--- src/rtl/npu_pkg.sv ---
// Shared TinyNPU sequencer types: opcodes, FSM states, error codes and instruction word layouts.
// Pure declarations; no timing or flow-control behaviour of its own.
package npu_pkg;

   typedef enum logic [2:0] {
      OP_NOP   = 3'd0,
      OP_LD    = 3'd1,
      OP_ST    = 3'd2,
      OP_FETCH = 3'd3,
      OP_EX1   = 3'd4,
      OP_EX2   = 3'd5,
      OP_SYNC  = 3'd6,
      OP_CTRL  = 3'd7
   } op_t;

   typedef enum logic [3:0] {
      S_IDLE,
      S_DECODE,
      S_WORD2,
      S_XFER_REQ,
      S_XFER_WAIT,
      S_FETCH,
      S_X1_LD,
      S_X2_LD,
      S_EX_START,
      S_WAIT_DONE,
      S_SYNC,
      S_HALT
   } state_t;

   typedef enum logic [2:0] {
      ERR_NONE  = 3'd0,
      ERR_OVF   = 3'd1,
      ERR_BADFU = 3'd2,
      ERR_TMO   = 3'd3
   } err_code_t;

   // First instruction word; for LD/ST the three byte fields form the ext address.
   typedef struct packed {
      op_t        op;
      logic [4:0] fun;
      logic [7:0] ra1;
      logic [7:0] ra2;
      logic [7:0] wa;
   } instr_t;

   typedef struct packed {
      logic [15:0] bram_addr;
      logic [15:0] len;
   } word2_t;

   localparam int WORD_W      = 32;
   localparam int CTRL_CLR_B  = 0;
   localparam int CTRL_FLSH_B = 1;

endpackage

--- src/rtl/npu_inst_fifo.sv ---
// Synchronous FIFO with push/pop/flush and level; pop and flush take effect before push.
// Zero-latency read (dout is head entry); a push into a full FIFO is refused unless a pop or flush frees room.
module npu_inst_fifo #(
   parameter int DEPTH = 8,
   parameter int W     = 32
) (
   input  logic                   clk,
   input  logic                   rst,
   input  logic                   push,
   input  logic                   pop,
   input  logic                   flush,
   input  logic [W-1:0]           din,
   output logic [W-1:0]           dout,
   output logic [$clog2(DEPTH):0] level,
   output logic                   empty,
   output logic                   full,
   output logic                   accept
);

   localparam int AW = $clog2(DEPTH);

   logic [W-1:0]  mem [DEPTH];
   logic [AW-1:0] rd_ptr;
   logic [AW-1:0] wr_ptr;
   logic [AW:0]   cnt;
   logic          do_pop;

   assign empty  = (cnt == '0);
   assign full   = (cnt == (AW+1)'(DEPTH));
   assign do_pop = pop && !empty;
   assign accept = push && (!full || do_pop || flush);
   assign dout   = mem[rd_ptr];
   assign level  = cnt;

   always_ff @(posedge clk) begin
      if (rst) begin
         rd_ptr <= '0;
         wr_ptr <= '0;
         cnt    <= '0;
      end else if (flush) begin
         // A push in the flush cycle lands in slot 0 of the emptied FIFO.
         rd_ptr <= '0;
         wr_ptr <= AW'(accept);
         cnt    <= (AW+1)'(accept);
      end else begin
         if (accept) wr_ptr <= wr_ptr + 1'b1;
         if (do_pop) rd_ptr <= rd_ptr + 1'b1;
         cnt <= cnt + (AW+1)'(accept) - (AW+1)'(do_pop);
      end
   end

   always_ff @(posedge clk) begin
      if (accept) mem[flush ? '0 : wr_ptr] <= din;
   end

endmodule

--- src/rtl/npu_ctrl_seq.sv ---
// TinyNPU instruction sequencer: buffers host words, decodes, drives XRAM bursts and FU fetch/execute, reports status.
// EX1 written in cycle N gives x1_ld at N+3 and ex_start at N+4; xfer_req holds until xfer_ack, FU waits bounded by TIMEOUT.
module npu_ctrl_seq
   import npu_pkg::*;
#(
   parameter int FIFO_DEPTH = 8,
   parameter int NUM_FU     = 32,
   parameter int RADDR_W    = 8,
   parameter int EXT_ADDR_W = 24,
   parameter int TIMEOUT    = 4096
) (
   input  logic                  clk,
   input  logic                  rst,
   input  logic [31:0]           h2f_io,
   input  logic                  h2f_write,
   output logic [31:0]           f2h_io,
   output logic                  xfer_req,
   output logic                  xfer_dir,
   output logic [EXT_ADDR_W-1:0] xfer_ext_addr,
   output logic [15:0]           xfer_bram_addr,
   output logic [15:0]           xfer_len,
   input  logic                  xfer_ack,
   input  logic                  xfer_done,
   output logic [4:0]            fun,
   output logic                  fetch_start,
   output logic                  ex_start,
   output logic                  x1_ld,
   output logic                  x2_ld,
   output logic [RADDR_W-1:0]    xram_raddr,
   output logic [RADDR_W-1:0]    wa,
   input  logic [NUM_FU-1:0]     fu_done
);

   localparam int LVL_W = $clog2(FIFO_DEPTH) + 1;
   localparam int TMO_W = (TIMEOUT > 1) ? $clog2(TIMEOUT) : 1;

   state_t          state, state_nxt;
   instr_t          instr;
   instr_t          wr_word;
   word2_t          w2_head;
   logic [15:0]     bram_r, len_r;
   logic            first;
   logic [TMO_W-1:0] tmo_cnt;
   logic            tmo_hit, timed;
   logic            err;
   err_code_t       err_code, err_new;
   logic            set_err, retire;
   logic [15:0]     retired;
   logic            ctrl_clr, ctrl_flush;
   logic            is_ctrl, push, pop;
   logic [31:0]     fifo_dout;
   logic [LVL_W-1:0] fifo_level;
   logic            fifo_empty, fifo_full, fifo_accept;
   logic            ovf, fun_bad, busy;
   logic [31:0]     done_ext;

   assign wr_word = instr_t'(h2f_io);
   assign is_ctrl = h2f_write && (wr_word.op == OP_CTRL);
   assign push    = h2f_write && !is_ctrl;
   assign ovf     = push && !fifo_accept;

   npu_inst_fifo #(
      .DEPTH (FIFO_DEPTH),
      .W     (WORD_W)
   ) u_fifo (
      .clk    (clk),
      .rst    (rst),
      .push   (push),
      .pop    (pop),
      .flush  (ctrl_flush),
      .din    (h2f_io),
      .dout   (fifo_dout),
      .level  (fifo_level),
      .empty  (fifo_empty),
      .full   (fifo_full),
      .accept (fifo_accept)
   );

   assign w2_head  = word2_t'(fifo_dout);
   assign done_ext = 32'(fu_done);
   assign fun_bad  = ({27'b0, instr.fun} >= 32'(NUM_FU));
   assign timed    = (state == S_WORD2) || (state == S_XFER_REQ) || (state == S_XFER_WAIT) ||
                     (state == S_WAIT_DONE) || (state == S_SYNC);
   assign tmo_hit  = (TIMEOUT != 0) && timed && (tmo_cnt == TMO_W'(TIMEOUT - 1));
   assign busy     = (state != S_IDLE) || !fifo_empty;

   always_comb begin
      state_nxt   = state;
      pop         = 1'b0;
      retire      = 1'b0;
      set_err     = 1'b0;
      err_new     = ERR_NONE;
      xfer_req    = 1'b0;
      fetch_start = 1'b0;
      ex_start    = 1'b0;
      x1_ld       = 1'b0;
      x2_ld       = 1'b0;
      case (state)
         S_IDLE: begin
            if (!fifo_empty) begin
               pop       = 1'b1;
               state_nxt = S_DECODE;
            end
         end
         S_DECODE: begin
            case (instr.op)
               OP_NOP: begin
                  retire    = 1'b1;
                  state_nxt = S_IDLE;
               end
               OP_LD, OP_ST: state_nxt = S_WORD2;
               OP_FETCH, OP_EX1, OP_EX2: begin
                  if (fun_bad) begin
                     set_err   = 1'b1;
                     err_new   = ERR_BADFU;
                     state_nxt = S_HALT;
                  end else begin
                     state_nxt = (instr.op == OP_FETCH) ? S_FETCH : S_X1_LD;
                  end
               end
               OP_SYNC: state_nxt = S_SYNC;
               default: state_nxt = S_IDLE;
            endcase
         end
         S_WORD2: begin
            if (!fifo_empty) begin
               pop = 1'b1;
               // A zero-length burst completes without touching the transfer engine.
               if (w2_head.len == '0) begin
                  retire    = 1'b1;
                  state_nxt = S_IDLE;
               end else begin
                  state_nxt = S_XFER_REQ;
               end
            end else if (tmo_hit) begin
               set_err   = 1'b1;
               err_new   = ERR_TMO;
               state_nxt = S_HALT;
            end
         end
         S_XFER_REQ: begin
            xfer_req = 1'b1;
            if (xfer_ack) begin
               state_nxt = S_XFER_WAIT;
            end else if (tmo_hit) begin
               set_err   = 1'b1;
               err_new   = ERR_TMO;
               state_nxt = S_HALT;
            end
         end
         S_XFER_WAIT: begin
            if (xfer_done) begin
               retire    = 1'b1;
               state_nxt = S_IDLE;
            end else if (tmo_hit) begin
               set_err   = 1'b1;
               err_new   = ERR_TMO;
               state_nxt = S_HALT;
            end
         end
         S_FETCH: begin
            fetch_start = 1'b1;
            state_nxt   = S_WAIT_DONE;
         end
         S_X1_LD: begin
            x1_ld     = 1'b1;
            state_nxt = (instr.op == OP_EX2) ? S_X2_LD : S_EX_START;
         end
         S_X2_LD: begin
            x2_ld     = 1'b1;
            state_nxt = S_EX_START;
         end
         S_EX_START: begin
            ex_start  = 1'b1;
            state_nxt = S_WAIT_DONE;
         end
         S_WAIT_DONE: begin
            // The FU has not seen the start strobe yet in the entry cycle, so its done flag is stale.
            if (!first && done_ext[instr.fun]) begin
               retire    = 1'b1;
               state_nxt = S_IDLE;
            end else if (tmo_hit) begin
               set_err   = 1'b1;
               err_new   = ERR_TMO;
               state_nxt = S_HALT;
            end
         end
         S_SYNC: begin
            if (&fu_done) begin
               retire    = 1'b1;
               state_nxt = S_IDLE;
            end else if (tmo_hit) begin
               set_err   = 1'b1;
               err_new   = ERR_TMO;
               state_nxt = S_HALT;
            end
         end
         S_HALT: begin
            if (ctrl_clr) state_nxt = S_IDLE;
         end
         default: state_nxt = S_IDLE;
      endcase
   end

   always_ff @(posedge clk) begin
      if (rst) begin
         state   <= S_IDLE;
         first   <= 1'b1;
         tmo_cnt <= '0;
      end else begin
         state   <= state_nxt;
         first   <= (state_nxt != state);
         if (state_nxt != state) tmo_cnt <= '0;
         else if (timed)         tmo_cnt <= tmo_cnt + 1'b1;
      end
   end

   always_ff @(posedge clk) begin
      if (rst) begin
         instr  <= '0;
         bram_r <= '0;
         len_r  <= '0;
      end else if (pop) begin
         if (state == S_IDLE) begin
            instr <= instr_t'(fifo_dout);
         end else begin
            bram_r <= w2_head.bram_addr;
            len_r  <= w2_head.len;
         end
      end
   end

   // CTRL words act one cycle after the write, never through the FIFO.
   always_ff @(posedge clk) begin
      if (rst) begin
         ctrl_clr   <= 1'b0;
         ctrl_flush <= 1'b0;
      end else begin
         ctrl_clr   <= is_ctrl && h2f_io[CTRL_CLR_B];
         ctrl_flush <= is_ctrl && h2f_io[CTRL_FLSH_B];
      end
   end

   always_ff @(posedge clk) begin
      if (rst) begin
         err      <= 1'b0;
         err_code <= ERR_NONE;
         retired  <= '0;
         f2h_io   <= '0;
      end else begin
         if (ctrl_clr) begin
            err      <= 1'b0;
            err_code <= ERR_NONE;
         end
         if (set_err && (!err || ctrl_clr)) begin
            err      <= 1'b1;
            err_code <= err_new;
         end else if (ovf && (!err || ctrl_clr)) begin
            err      <= 1'b1;
            err_code <= ERR_OVF;
         end
         if (retire) retired <= retired + 1'b1;
         f2h_io <= {busy, err, err_code, 3'b000, 8'(fifo_level), retired};
      end
   end

   assign fun            = instr.fun;
   assign wa             = RADDR_W'(instr.wa);
   assign xram_raddr     = (state == S_X2_LD) ? RADDR_W'(instr.ra2) : RADDR_W'(instr.ra1);
   assign xfer_dir       = (instr.op == OP_ST);
   assign xfer_ext_addr  = EXT_ADDR_W'({instr.ra1, instr.ra2, instr.wa});
   assign xfer_bram_addr = bram_r;
   assign xfer_len       = len_r;

endmodule

--- config.mk ---
export PLATFORM = sky130hd
export DESIGN_NAME = npu_ctrl_seq
export DESIGN_NICKNAME = d
export VERILOG_FILES = /design/src/rtl/npu_pkg.sv /design/src/rtl/npu_inst_fifo.sv /design/src/rtl/npu_ctrl_seq.sv
export SDC_FILE = /design/constraint.sdc
export NUM_CORES = 1
export LEC_CHECK = 0
export CAP_MARGIN = 15
export CORE_UTILIZATION = 40
export DETAILED_ROUTE_END_ITERATION = 10
export PLACE_DENSITY = 0.64
export SLEW_MARGIN = 0
export SYNTH_ARGS = -nofsm -noshare
export SYNTH_HDL_FRONTEND = slang
export SYNTH_SLANG_ARGS = --single-unit
--- constraint.sdc ---
create_clock -name clk -period 11 [get_ports clk]
set_input_delay 2.2 -clock clk [delete_from_list [all_inputs] [get_ports clk]]
set_output_delay 2.2 -clock clk [all_outputs]
set_load 0.05 [all_outputs]
-- Word-level counts from Yosys, hierarchy flattened
Memory sizes are Yosys's and may differ from the RTL's. A register that Yosys moved wholly into a read port is not among the register bits.
Index checks and enable logic that the tools add are counted.
- register bits after elaboration: 145
- bits in writable memories: 256
- input bits: 69
- output and inout port bits: 115
- logic and storage cells: 151
- memories kept: 1
- add/subtract/negate cells: 6
- order comparisons: 1
- equal/unequal tests: 21
- mux-type cells: 58
- bitwise logic cells: 1
- reduce and logical (&&, ||, !) cells: 41
- memory list (name ; depth ; bits a word ; read ports ; clocked after Yosys merged registers in ; write ports ; line ; RTL):
    u_fifo.mem ; 8 ; 32 ; 1 ; 1 ; 1 ; npu_inst_fifo.sv:22 ; logic [W-1:0] mem [DEPTH];
- operator list (cell ; number):
    4-bit case mux with 11 select lines ; 1
    4-bit two-way mux ; 9
    32-bit AND reduction ; 1
    1-bit two-way mux ; 28
    3-bit two-way mux ; 8
    4-bit equality test, second input constant ; 5
    16-bit by 1-bit adder with 16-bit output, second input constant ; 1
    4-bit by 3-bit equality test with 1-bit output, second input constant ; 4
    16-bit zero test ; 1
    3-bit case mux with 5 select lines ; 1
    12-bit by 1-bit adder with 12-bit output, second input constant ; 1
    12-bit equality test, second input constant ; 1
    3-bit equality test, second input constant ; 4
    2-bit two-way mux ; 6
    4-bit case mux with 3 select lines ; 1
    1-bit logical AND ; 11
    1-bit case mux with 5 select lines ; 2
    2-bit OR reduction ; 5
    4-bit by 2-bit equality test with 1-bit output, second input constant ; 2
    4-bit zero test ; 2
    1-bit logical OR ; 8
    8-bit two-way mux ; 1
    3-bit by 1-bit adder with 3-bit output, second input constant ; 2
    3-bit by 2-bit equality test with 1-bit output, second input constant ; 2
    15 further kinds ; 21

-- Longest topological paths before layout
- depth in word-level cells: 12
- gate-level depth with buffers: 12

-- Modules after synthesis
From an unflattened synthesis, not the netlist that was laid out.
- cells, all modules: 1191
- area total of the unflattened synthesis: 16361.9 sq um
- by module, submodules not included (module ; times used ; cells an instance ; area each (sq um)):
    npu_inst_fifo ; 1 ; 457 ; 10346.2
    npu_ctrl_seq ; 1 ; 734 ; 6015.8

-- Least setup slack after synthesis
OpenSTA, ideal clock, no wires.
- path kind: input to register
- start: input port h2f_io[30]
- end: memory u_fifo.mem[4][0] (enable)
- setup time: 0.513 ns
- arrival: 6.133 ns
- slack: 4.354 ns
- stages: 4
- cells stage by stage: nand3_1 -> and3_1 -> clkbuf_1 -> nor4b_1
- word-level cells in the longest chain between the ends: 7
- RTL lines (item ; line ; RTL):
    start, declared ; npu_ctrl_seq.sv:14 ; input logic [31:0] h2f_io,
    3-bit equality test ; npu_ctrl_seq.sv:58 ; assign is_ctrl = h2f_write && (wr_word.op == OP_CTRL);
    1-bit logical AND ; npu_ctrl_seq.sv:58 ;
    1-bit zero test ; npu_ctrl_seq.sv:59 ; assign push = h2f_write && !is_ctrl;
    1-bit logical AND ; npu_ctrl_seq.sv:59 ;
    1-bit logical AND ; npu_inst_fifo.sv:31 ; assign accept = push && (!full || do_pop || flush);
    named net fifo_accept ; npu_ctrl_seq.sv:53 ; logic fifo_empty, fifo_full, fifo_accept;
    1-bit two-way mux (2 in series) ; npu_inst_fifo.sv:53 ; if (accept) mem[flush ? '0 : wr_ptr] <= din;
    end, declared ; npu_inst_fifo.sv:22 ;
The timed path passes the listed nets, and every way through them passes these cells.

-- Worst setup path in the final report
- start: register state[2]
- end: output port xram_raddr[7]
- word-level cells in the longest chain between the ends: 2
- RTL lines (item ; line ; RTL):
    start, declared ; npu_ctrl_seq.sv:37 ; state_t state, state_nxt;
    start signal, assigned ; npu_ctrl_seq.sv:211 ; state <= state_nxt;
    4-bit by 3-bit equality test with 1-bit output ; npu_ctrl_seq.sv:269 ; assign xram_raddr = (state == S_X2_LD) ? RADDR_W'(instr.ra2) : RADDR_W'(instr.ra1);
    8-bit two-way mux ; npu_ctrl_seq.sv:269 ;
    end, declared ; npu_ctrl_seq.sv:29 ; output logic [RADDR_W-1:0] xram_raddr,
Every way passes these cells.

==> impl_metrics.py <==
metrics = {
    "drt": {
        "vias": 9599,
        "drt-wirelength-per-cell_um": 20.9,
        "drc": 0,
        "detail_route.first_pass.iterations": 6,
        "drt_iter0_drc": 675,
        "vias_per_cell": 5.39,
        "wirelength_um": 37200,
        "antenna_violating_nets_post_route": 0,
    },
    "power": {
        "internal_power_uw": 3150,
        "share_seq_of_total_power": 0.391,
        "power.share.clock": 0.297,
        "switching_share": 0.343,
        "powerDensity_nw_per_um2": 247,
        "switching_power_uw": 1640,
        "power_uw": 4790,
        "leakagePower_uw": 0.00628,
        "power_frac_comb": 0.312,
        "worst_ir_drop_vdd_uv": 176,
    },
    "clock_network": {
        "number_of_buffers_inserted_for_hold_repair_after_clock_tree_synthesis": 0,
        "cts_tree": "yes",
        "cts_made_buffers": 42,
        "max-clock-path-buffers": 3,
        "worst_skew_pair.late_latency_ns": 0.55,
        "cts_num_sinks": 395,
        "htreeDepth": 2,
        "post_cts_resize_count": 0,
        "cts_post_setup_buffers_inserted": 0,
        "path_clk_slew_ns": 0.06,
        "clock_tree.root_cell": "sky130_fd_sc_hd__clkbuf_16",
    },
    "setup_path": {
        "worst_r2r_endpoint": "retired[11]",
        "critPathLaunchType": "register",
        "setup.worst_path.end_class": "output port",
        "criticalPathCategory": "register to output port",
        "worstPathRequired_ns": 8.80,
        "worst_ep_arrival_time_ns": 3.53,
        "slowest_delay_ns": 0.81,
        "worst_path_max_delay_cell": "sky130_fd_sc_hd__clkdlybuf4s50_1",
        "ff_to_ff_setup_slack_ns": 6.54,
        "worstPathCellList": "nor2b_1 -> nand3_1 -> mux2_2 -> clkdlybuf4s50_1",
        "critical_path.max_fanout": 21,
        "worstRegToRegCells": 10,
    },
    "finish": {
        "area_delta_synth_final_pct": 21.1,
        "nFillCells": 3332,
        "diodes": 0,
        "final_layout_size_suffix_gt1_frac": 0.143,
        "final_nets": 1311,
    },
    "timing": {
        "final_period_minus_worst_setup_slack_ns": 5.73,
        "finalSetupViolations": 0,
        "grt_setup_unrepaired": "false",
        "final_hold_viol_count": 0,
        "finalSetupTns_ns": 0,
        "fmax_mhz": 175,
        "final_report_max_slew_violation_count": 0,
        "final.setup_skew_ns": 0.0268,
        "worstMarginPinSlew_ns": 0.981,
        "timing.slew.headroom": 0.346,
        "final.setup.worst_slack_ns": 5.27,
        "post-route-period-util": 0.521,
    },
    "floorplanning": {
        "start_util": 0.410,
        "die_height_um": 202,
        "design.die.area_um2": 40900,
        "io-pin-count": 184,
        "std_cell_rows": 72,
        "die_w_um": 202,
        "floorplan.core_area_um2": 39100,
    },
    "synthesis": {
        "post_synth_mux_area_share": 0.135,
        "synth_adder_area_share": 0.00906,
        "synthesis.area_per_instance_um2": 14.6,
        "synth_simple_gate_area_share": 0.0895,
        "synth-edff-count": 256,
        "post_synth_inst_count": 1098,
        "yosysUniqueCellTypes": 67,
        "synth_sequential_area_ratio": 0.653,
        "post_synth_main_area_contributors": "sky130_fd_sc_hd__edfxtp_1 48%, sky130_fd_sc_hd__dfxtp_1 17%, sky130_fd_sc_hd__mux4_2 9.3%",
        "netlist.top_cell.by_area": "sky130_fd_sc_hd__edfxtp_1",
        "top_cells_by_count_synth": "256 x sky130_fd_sc_hd__edfxtp_1, 139 x sky130_fd_sc_hd__dfxtp_1, 116 x sky130_fd_sc_hd__nor2_1, 66 x sky130_fd_sc_hd__a211oi_1, 66 x sky130_fd_sc_hd__mux4_2",
        "ys_seq_elements": 395,
        "synth_top_family_by_area": "multiplexers",
        "synthArstFlopShare": 0,
        "synth_flop_cell": "sky130_fd_sc_hd__edfxtp_1",
        "cell_with_the_most_instances_after_synthesis": "sky130_fd_sc_hd__edfxtp_1",
        "synth.cell_area_um2": 16000,
        "post_synth_xor_area_fraction": 0.00929,
        "synth-compound-area-share": 0.0614,
        "netlist.area_leader.share": 0.480,
        "synth.yosys.warnings": 0,
    },
    "hold_path": {
        "hold-path-cell-count": 2,
        "hp-start": "err_code[0]",
        "worstHoldEndpoint": "err_code[0]",
        "hold_path_class": "register to register",
    },
    "placement": {
        "gp_routability_congestion": 0.891,
        "portBuffers": 175,
        "hpwl_um": 22700,
        "dpl_worst_slack_ns": 5.75,
    },
    "outcome": {
        "outcome": "complete, no violations",
    },
    "global_route": {
        "grt_overflow_total": 0,
        "grt_pass1_wl_um": 56600,
        "number_of_antenna_violations_at_the_first_check_in_global_routing": 0,
        "grt_use_total": 0.182,
        "grt_pass1_vias": 9572,
        "largest_net_degree_at_the_start_of_global_routing": 85,
    },
    "job": {
        "drv.max_cap_violation_count": 0,
    },
}
[cell usage in the layout, fill, tap and decap left out, drive strengths merged, types with 9 or more instances in the layout]
cell type      instances
nand2                 32
nand3                 18
xor2                   9
nor2                 116
nor2b                 24
nand4                 17
ha                    10
o21ai                 11
inv                   18
mux2i                 47
or4                   10
edfxtp               256
nand2b                12
a21oi                 17
mux2                  14
mux4                  68
clkbuf                59
dfxtp                139
clkdlybuf4s50        174
buf                   16
a211oi                66
nor3                  12
[per-layer routing]
layer / track usage / share of wire / vias up
met1: 0.241 / 0.43 / 4820
met2: 0.299 / 0.48 / 305
li1: - / - / 4428
met3: 0.0435 / 0.068 / 46
met5: 0 / 0 / -
met4: 0.0494 / 0.018 / 0
[worst max path at each step]
stage | startpoint | slack [ns] | to
after CTS | state[2] | 5.30 | xram_raddr[7]
after global routing | state[2] | 5.17 | xram_raddr[7]
final | state[2] | 5.27 | xram_raddr[7]
after global placement | fu_done[20] | 5.79 | retired[11]
after detailed placement | fu_done[20] | 5.75 | retired[11]
after floorplan | h2f_io[30] | 4.35 | u_fifo.mem[4][0]
[sequential cells by signal, indices dropped and copies added, names as in the netlist, named ones only]
signal	cells
u_fifo.level	4
ctrl_clr	1
err_code	2
u_fifo.rd_ptr	3
retired	16
xfer_len	16
u_fifo.mem	256
ctrl_flush	1
first	1
state	4
err	1
tmo_cnt	12
wa	8
instr	3
fun	5
xfer_ext_addr	16
u_fifo.wr_ptr	3
xfer_bram_addr	16
f2h_io	24
[cell type report]
type | count | area (um2) | share of cell area
clock buffers | 59 | 1180 | 0.0611
clock inverters | 17 | 221 | 0.0114
inverters | 16 | 60.1 | 0.00309
multi-input cells | 586 | 4950 | 0.255
flip-flops and latches | 395 | 10500 | 0.540
well taps | 518 | 648 | 0.0334
repair buffers | 190 | 1860 | 0.0959
[worst max-delay path: cells and delay by family, from the launching register on]
kind	cells	cell delay, ns
DFF	1	0.71
buffers and inverters	1	0.81
muxes	1	0.45
and+or+nand+nor	2	1.01
[power by group through the flow]
stage                     combinational, uW  sequential (uW)  clock, uW
after floorplan                        1090             1920          0
after global placement                 1490             1900          0
after detailed placement               1500             1900          0
after CTS                              1510             1870       1450
after global routing                   1600             1890       1510
final                                  1490             1870       1420
[cell families (layout without fill, tap and decap cells)]
family,after synthesis,in the layout
compound gates,136,136
xor+xnor,17,17
fa+ha+maj,11,11
buf+inv,124,282
flops,395,395
mux,129,129
other cells,1,8
simple gates,285,285
[per-stage QoR]
stage / hold WS, ns / utilization / area (um2) / cells
after floorplan: 0.429 / - / 16100 / 1105
after global placement: 0.444 / 0.460 / 18000 / 1705
after detailed placement: 0.452 / 0.460 / 18000 / 1705
after CTS: 0.462 / 0.496 / 19400 / 1781
after global routing: 0.480 / 0.496 / 19400 / 1781
final: 0.464 / 0.496 / 19400 / 1781
Power figures use the tool's default switching activity.
